`config.mk`:
```
export PLATFORM = sky130hd
export DESIGN_NAME = mem_port_arbiter
export DESIGN_NICKNAME = d
export VERILOG_FILES = /design/src/rtl/mem_port_arbiter.sv
export SDC_FILE = /design/constraint.sdc
export NUM_CORES = 1
export LEC_CHECK = 0
export BUFFER_PORTS_ARGS = -buffer_cell sky130_fd_sc_hd__buf_2
export CORE_ASPECT_RATIO = 2
export CORE_MARGIN = 2
export CORE_UTILIZATION = 25
export DETAILED_ROUTE_END_ITERATION = 8
export PLACE_DENSITY = 0.56
export RECOVER_POWER = 25
export SKIP_CTS_REPAIR_TIMING = 1
export SYNTH_ARGS = -nofsm -noshare
export SYNTH_HDL_FRONTEND = slang
export SYNTH_SLANG_ARGS = --single-unit
```
`constraint.sdc`:
```
create_clock -name clk -period 2.3 [get_ports clk]
set_input_delay 0.115 -clock clk [delete_from_list [all_inputs] [get_ports clk]]
set_output_delay 0.115 -clock clk [all_outputs]
set_load 0.05 [all_outputs]
```
`src/rtl/mem_port_arbiter.sv`:
```
// mem_port_arbiter
//   Shares the single unified Memory port between the instruction-fetch
//   requester (IF) and the data load/store requester (D). Each accepted
//   request is sequenced as IDLE -> ACCESS (MEM_LATENCY cycles) -> RESP (one
//   cycle). A misaligned request (when ALIGN_CHECK = 1) skips ACCESS and
//   returns an error response without touching Memory.
//
// Ports
//   clk, rst_n                  clock, asynchronous active-low reset
//   if_req, if_addr             fetch request and address
//   if_ready                    fetch can be accepted this cycle
//   if_valid, if_inst, if_err   fetch response pulse, instruction, error
//   d_req, d_we, d_addr,
//   d_wdata                     data request, store flag, address, store data
//   d_ready                     data request can be accepted this cycle
//   d_valid, d_rdata, d_err     data response pulse, load data, error
//   memRead, memWrite, IRWrite  Memory strobes (mutually exclusive)
//   address, writeData          Memory address / store data
//   readData, readInst          Memory read results
//   busy                        arbiter is in a state other than IDLE
module mem_port_arbiter #(
  parameter int unsigned MEM_LATENCY = 1,
  parameter bit          ALIGN_CHECK = 1'b1
) (
  input  logic        clk,
  input  logic        rst_n,
  input  logic        if_req,
  input  logic [31:0] if_addr,
  output logic        if_ready,
  output logic        if_valid,
  output logic [31:0] if_inst,
  output logic        if_err,
  input  logic        d_req,
  input  logic        d_we,
  input  logic [31:0] d_addr,
  input  logic [31:0] d_wdata,
  output logic        d_ready,
  output logic        d_valid,
  output logic [31:0] d_rdata,
  output logic        d_err,
  output logic        memRead,
  output logic        memWrite,
  output logic        IRWrite,
  output logic [31:0] address,
  output logic [31:0] writeData,
  input  logic [31:0] readData,
  input  logic [31:0] readInst,
  output logic        busy
);

  typedef enum logic [1:0] {
    IDLE   = 2'd0,
    ACCESS = 2'd1,
    RESP   = 2'd2
  } state_t;

  typedef enum logic {
    GRANT_IF = 1'b0,
    GRANT_D  = 1'b1
  } grant_t;

  localparam logic [3:0] CNT_LOAD = 4'(MEM_LATENCY - 1);

  state_t      state, stateNext;
  grant_t      lastGrant;
  grant_t      curGrant;
  logic        curWe;
  logic        curErr;
  logic [31:0] curAddr;
  logic [31:0] curWdata;
  logic [3:0]  cnt;
  logic [31:0] ifInstReg;
  logic [31:0] dRdataReg;

  logic        pickIf;
  logic        accept;
  logic [31:0] acceptAddr;
  logic        misaligned;
  logic        lastAccess;
  logic        inAccess;
  logic        inResp;

  // Round-robin: on a tie the requester that did not win last time goes.
  always_comb begin
    pickIf     = if_req && (!d_req || (lastGrant == GRANT_D));
    accept     = (state == IDLE) && (if_req || d_req);
    acceptAddr = pickIf ? if_addr : d_addr;
    misaligned = ALIGN_CHECK && (acceptAddr[1:0] != 2'b00);
    lastAccess = (state == ACCESS) && (cnt == 4'd0);
  end

  always_comb begin
    stateNext = state;
    case (state)
      IDLE: begin
        if (accept) begin
          stateNext = misaligned ? RESP : ACCESS;
        end
      end
      ACCESS: begin
        if (lastAccess) begin
          stateNext = RESP;
        end
      end
      RESP:    stateNext = IDLE;
      default: stateNext = IDLE;
    endcase
  end

  always_ff @(posedge clk or negedge rst_n) begin
    if (!rst_n) begin
      state <= IDLE;
    end else begin
      state <= stateNext;
    end
  end

  always_ff @(posedge clk or negedge rst_n) begin
    if (!rst_n) begin
      lastGrant <= GRANT_D;
      curGrant  <= GRANT_IF;
      curWe     <= 1'b0;
      curErr    <= 1'b0;
      curAddr   <= '0;
      curWdata  <= '0;
      cnt       <= '0;
      ifInstReg <= '0;
      dRdataReg <= '0;
    end else begin
      if (accept) begin
        curGrant  <= pickIf ? GRANT_IF : GRANT_D;
        lastGrant <= pickIf ? GRANT_IF : GRANT_D;
        curAddr   <= acceptAddr;
        curWe     <= pickIf ? 1'b0 : d_we;
        curWdata  <= pickIf ? '0 : d_wdata;
        curErr    <= misaligned;
        cnt       <= CNT_LOAD;
        // Error responses present zero data on the matching output.
        if (misaligned) begin
          if (pickIf) begin
            ifInstReg <= '0;
          end else begin
            dRdataReg <= '0;
          end
        end
      end
      if (state == ACCESS) begin
        if (cnt != 4'd0) begin
          cnt <= cnt - 4'd1;
        end else if (curGrant == GRANT_IF) begin
          ifInstReg <= readInst;
        end else begin
          dRdataReg <= curWe ? '0 : readData;
        end
      end
    end
  end

  always_comb begin
    inAccess  = (state == ACCESS);
    inResp    = (state == RESP);
    IRWrite   = inAccess && (curGrant == GRANT_IF);
    memRead   = inAccess && (curGrant == GRANT_D) && !curWe;
    memWrite  = inAccess && (curGrant == GRANT_D) && curWe;
    address   = inAccess ? curAddr : '0;
    writeData = memWrite ? curWdata : '0;
    if_valid  = inResp && (curGrant == GRANT_IF);
    d_valid   = inResp && (curGrant == GRANT_D);
    if_err    = if_valid && curErr;
    d_err     = d_valid && curErr;
    if_inst   = ifInstReg;
    d_rdata   = dRdataReg;
    // Gated by rst_n so ready is also 0 while reset is held.
    if_ready  = rst_n && (state == IDLE);
    d_ready   = rst_n && (state == IDLE);
    busy      = (state != IDLE);
  end

endmodule

```
* Yosys cells after proc, flatten, opt, wreduce, memory -nomap -nowiden
Index checks and enable logic that the tools add are counted.
** Word-level totals
- Bits of input ports :: 165
- Output and inout port bits :: 138
- Word-level logic and storage cells :: 64
- Bits in registers :: 138
** Cells by class
- Reductions and logical operators :: 22
- Multiplexer cells :: 26
- Bitwise operators :: 1
- Equality and inequality tests :: 4
- Add/sub/neg operators :: 1
** Operators by type and width (number)
- two-way mux 32 bit :: 17
- logical AND 1 bit :: 12
- two-way mux 4 bit :: 3
- two-way mux 2 bit :: 3
- logical NOT 4 bit :: 1
- != test 2 bit (second input constant) :: 2
- case mux 2 bit (2 select lines) :: 1
- nonzero test 2 bit :: 2
- nonzero test 4 bit :: 1
- subtractor 4 x 1 -> 4 bit (second input constant) :: 1
- equality test 2 x 1 -> 1 bit (second input constant) :: 1
- equality test 2 bit (second input constant) :: 1
- logical NOT 1 bit :: 2
- logical NOT 2 bit :: 1
- logical OR 1 bit :: 2
- two-way mux 1 bit :: 2
- AND reduction 2 bit :: 1
- inverter 1 bit :: 1

* Longest topological paths before layout
- Depth after elaboration :: 10
- Gate-level depth with buffers :: 7
- Depth with buffers taken out :: 6

* Worst setup path after synthesis
Ideal clock, no wire load.
- Path kind :: reg2out
- Start point :: register state[1]
- End point :: output writeData[22]
- Buffers on the path :: 1
- Data required time :: 2185 ps
- Path slack :: 173 ps
- Cell stages (with the launch flop) :: 5
- Arrival :: 2012 ps
- Cells stage by stage :: dfrtp_1 > and2b_1 > and3_1 > clkbuf_1 > and2_1
** On the way
- Word-level cells in the longest chain between the ends :: 4
** RTL lines
- start: declaration :: line 64 : state_t state, stateNext;
- start signal: assignment :: line 114 : state <= stateNext;
- equality test 2 x 1 -> 1 bit :: line 160 : inAccess = (state == ACCESS);
- logical AND 1 bit (2 in a row) :: line 164 : memWrite = inAccess && (curGrant == GRANT_D) && curWe;
- net memWrite :: line 42 : output logic memWrite,
- two-way mux 32 bit :: line 166 : writeData = memWrite ? curWdata : '0;
- end: declaration :: line 45 : output logic [31:0] writeData,
The timed path passes the listed nets, and every way through them passes these cells.

* Worst setup path in the final report
- Start point :: register state[0]
- End point :: register curAddr[28]
** On the way
- Word-level cells in the longest chain between the ends :: 2
** RTL lines
- logical NOT 2 bit :: line 86 : accept = (state == IDLE) && (if_req || d_req);
- logical AND 1 bit :: line 86
- end signal: assignment :: line 133 : curAddr <= acceptAddr;
- end: declaration :: line 69 : logic [31:0] curAddr;
Every way passes these cells.
A chain may end at the register's enable or synchronous reset.

==> results.cfg <==
[route]
wl_mm = 20.2
first_pass_iters = 6
wl_per_cell_um = 15.9
routed_via_density = 4.50
ant_nets = 0
vias = 5748
remaining_drc_errors = 0
drt-initial-drc-count = 180

[placement]
post-dp-hpwl_mm = 13.2
numPortBuffers = 302
place.gp.congestion = 0.780
placed_area_um2 = 7640
dp_slack_ns = 0.525

[clocking]
insertion_delay_ns = 0.44
numCtsBuffers = 17
clk_pin_slew_worst_paths_ns = 0.06
cts_max_level = 4
cts_root_buf = clkbuf_16
ctsLongestPathBuffers = 2
clkSinkCount = 138
cts_tree = built

[synthesis]
ys_top_cells_by_area = dfrtp_1 (59%), a22o_1 (15%), and2_1 (7.2%)
synth_top_cell_area_share_pct = 59.4
synth_area_um2 = 5770
synth_common_cells = dfrtp_1 (137), a22o_1 (97), nand2_1 (69), and2_1 (66), nor2_1 (43)
synth-seq-cells = 138
synth_top_flop_cell = dfrtp_1
synthesis.nets = 691
synth.most_common_cell = dfrtp_1
postSynth.asyncResetShare_pct = 100
postSynthCellCount = 525
synth_cell_types = 32
yosysWarnings = 0
synth_edf_count = 0
postSynthAreaPerCell_um2 = 11.0
seq_area_frac_synth_pct = 59.8
yosysTopAreaCell = dfrtp_1

[floorplanning]
dieArea_um2 = 24400
die_h_um = 219
die_w_um = 111
start_util_pct = 25.5
io_pins = 303
rows = 78
core_area_um2 = 22600

[run_status]
status = finished clean

[timing]
drv_slew = 0
finalSetupTns_ns = 0
hold_viol = 0
clock.fmax_mhz = 477
post-route-period-util_pct = 91.2
worst_slew_pin_slew_ns = 1.29
rsz0062_at_grt = false
min_period_ns = 2.10
fin_skew_ns = 0.00647
timing.final.ws_setup_ns = 0.202
setup_viol = 0
max_slew_margin_pct = 14.1

[global_routing]
grt_overflow = 0
grt_start_max_net_pins = 93
antenna_found_initial = 1
grtUsageTotal_pct = 15.2
grt_pass1_vias = 5065
grt_pass1_wl_mm = 28.4

[finish]
fillCellCount = 2187
multi_input_area_um2 = 2160
final_nets = 1149
area_growth_syn_to_layout_pct = 71.2
drive_gt1_share_pct = 35.3
final_area_um2 = 9890
final_core_util_pct = 43.7
register_area_um2 = 3450

[power]
ir_worst_vdd_uv = 767
leakagePower_nw = 5.12
power.density_nw_per_um2 = 1240

[worst_setup_path]
cpMostUsedCell = nor2_1
slowest_delay_ns = 0.59
rrSetupSlack_ns = 0.20
cp.required_ns = 2.67
path_class = reg -> reg
cp_data_arrival_time_ns = 2.47
cp_max_fo = 68
crit_chain = nor2_1 -> buf_4 -> o21a_2 -> buf_12 -> nor2_1 -> a31oi_1 -> dlygate4sd3_1
critPathCaptureType = register
crit_slowest_cell = dlygate4sd3_1
startpoint_type = register

[job]
max_cap_viol_count = 0

[hold_path]
holdCritPathClass = in -> async
routing by layer:
metal	vias up	routed length, µm	track usage [%]
li1	2769	-	-
met1	2779	7670	17.1
met2	168	11200	26.4
met3	32	803	3.76
met4	0	586	8.40
met5	-	0	0
power breakdown:
group          switching (mW)  leakage, nW  internal, mW  total [mW]
registers               0.549         1.78          3.42        3.97
clock network            1.12        0.306          1.92        3.04
logic                    3.38         3.04          1.89        5.27
total                    5.05         5.12          7.23        12.3
sequential cells by signal, indices dropped and copies added, names as in the netlist:
register	cells
curWdata	32
curWe	1
cnt	4
curErr	1
if_inst	32
curAddr	32
d_rdata	32
curGrant	1
lastGrant	1
state	2
worst max-delay path: cells and delay by family (launching register included):
kind / cells / cell delay [ns]
buf+inv: 3 / 1.00
flops: 1 / 0.43
compound gates: 2 / 0.36
simple gates: 2 / 0.21
final cells by class:
type	instances	area share (%)
Clock inverter	14	2.20
Antenna cell	1	0.0253
Sequential cell	138	34.9
Multi-Input combinational cell	341	21.8
Clock buffer	17	4.30
Timing Repair Buffer	479	32.9
Tap cell	280	3.54
Inverter	6	0.228
cell families (layout without fill, tap and decap cells):
logic type / Yosys count / count (layout) / share of synthesized area (%)
other: 0 / 1 / 0
AOI/OAI and AO/OA: 144 / 144 / 19.8
DFF: 138 / 138 / 59.8
buffers and inverters: 46 / 516 / 3.38
adders and majority gates: 1 / 1 / 0.217
and+or+nand+nor: 194 / 194 / 16.4
muxes: 2 / 2 / 0.368
final timing paths:
path                                       from                       end  depth (start not counted)
setup reg to reg           state[0]$_DFFE_PN0P_   curAddr[28]$_DFFE_PN0P_                          7
hold / removal                            rst_n  curWdata[11]$_DFFE_PN0P_                          2
hold reg to reg              curErr$_DFFE_PN0P_        curErr$_DFFE_PN0P_                          2
setup / recovery           state[0]$_DFFE_PN0P_   curAddr[28]$_DFFE_PN0P_                          7
max in group asynchronous                 rst_n    curAddr[1]$_DFFE_PN0P_                          3
min in group clk                         if_req     lastGrant$_DFFE_PN1P_                          5
per-stage QoR:
stage / total power, mW / hold slack (ns) / cells
3_5_place_dp: 8.65 / 0.0913 / 1082
5_1_grt: 13.0 / 0.200 / 1276
2_1_floorplan: 7.30 / -0.181 / 525
6_report: 12.3 / 0.180 / 1276
3_3_place_gp: 8.60 / 0.0946 / 1082
4_1_cts: 11.8 / -0.392 / 1113
cells in the final DEF, fill, tap and decap left out, types with 2 or more instances in the layout:
master / count
a21o_1: 2
a21oi_1: 3
a22o_1: 97
a31oi_1: 32
and2_1: 66
and3_1: 2
buf_2: 294
buf_4: 13
bufinv_16: 5
clkbuf_1: 7
clkbuf_16: 17
clkinv_2: 2
clkinvlp_4: 3
dfrtp_1: 137
dlygate4sd3_1: 162
inv_1: 6
inv_6: 3
nand2_1: 69
nand2b_1: 2
nand3_1: 4
nor2_1: 41
nor2_2: 2
nor2b_1: 2
nor3_1: 2
o21ai_0: 3
Note: power is estimated with default switching activity, not from simulation.
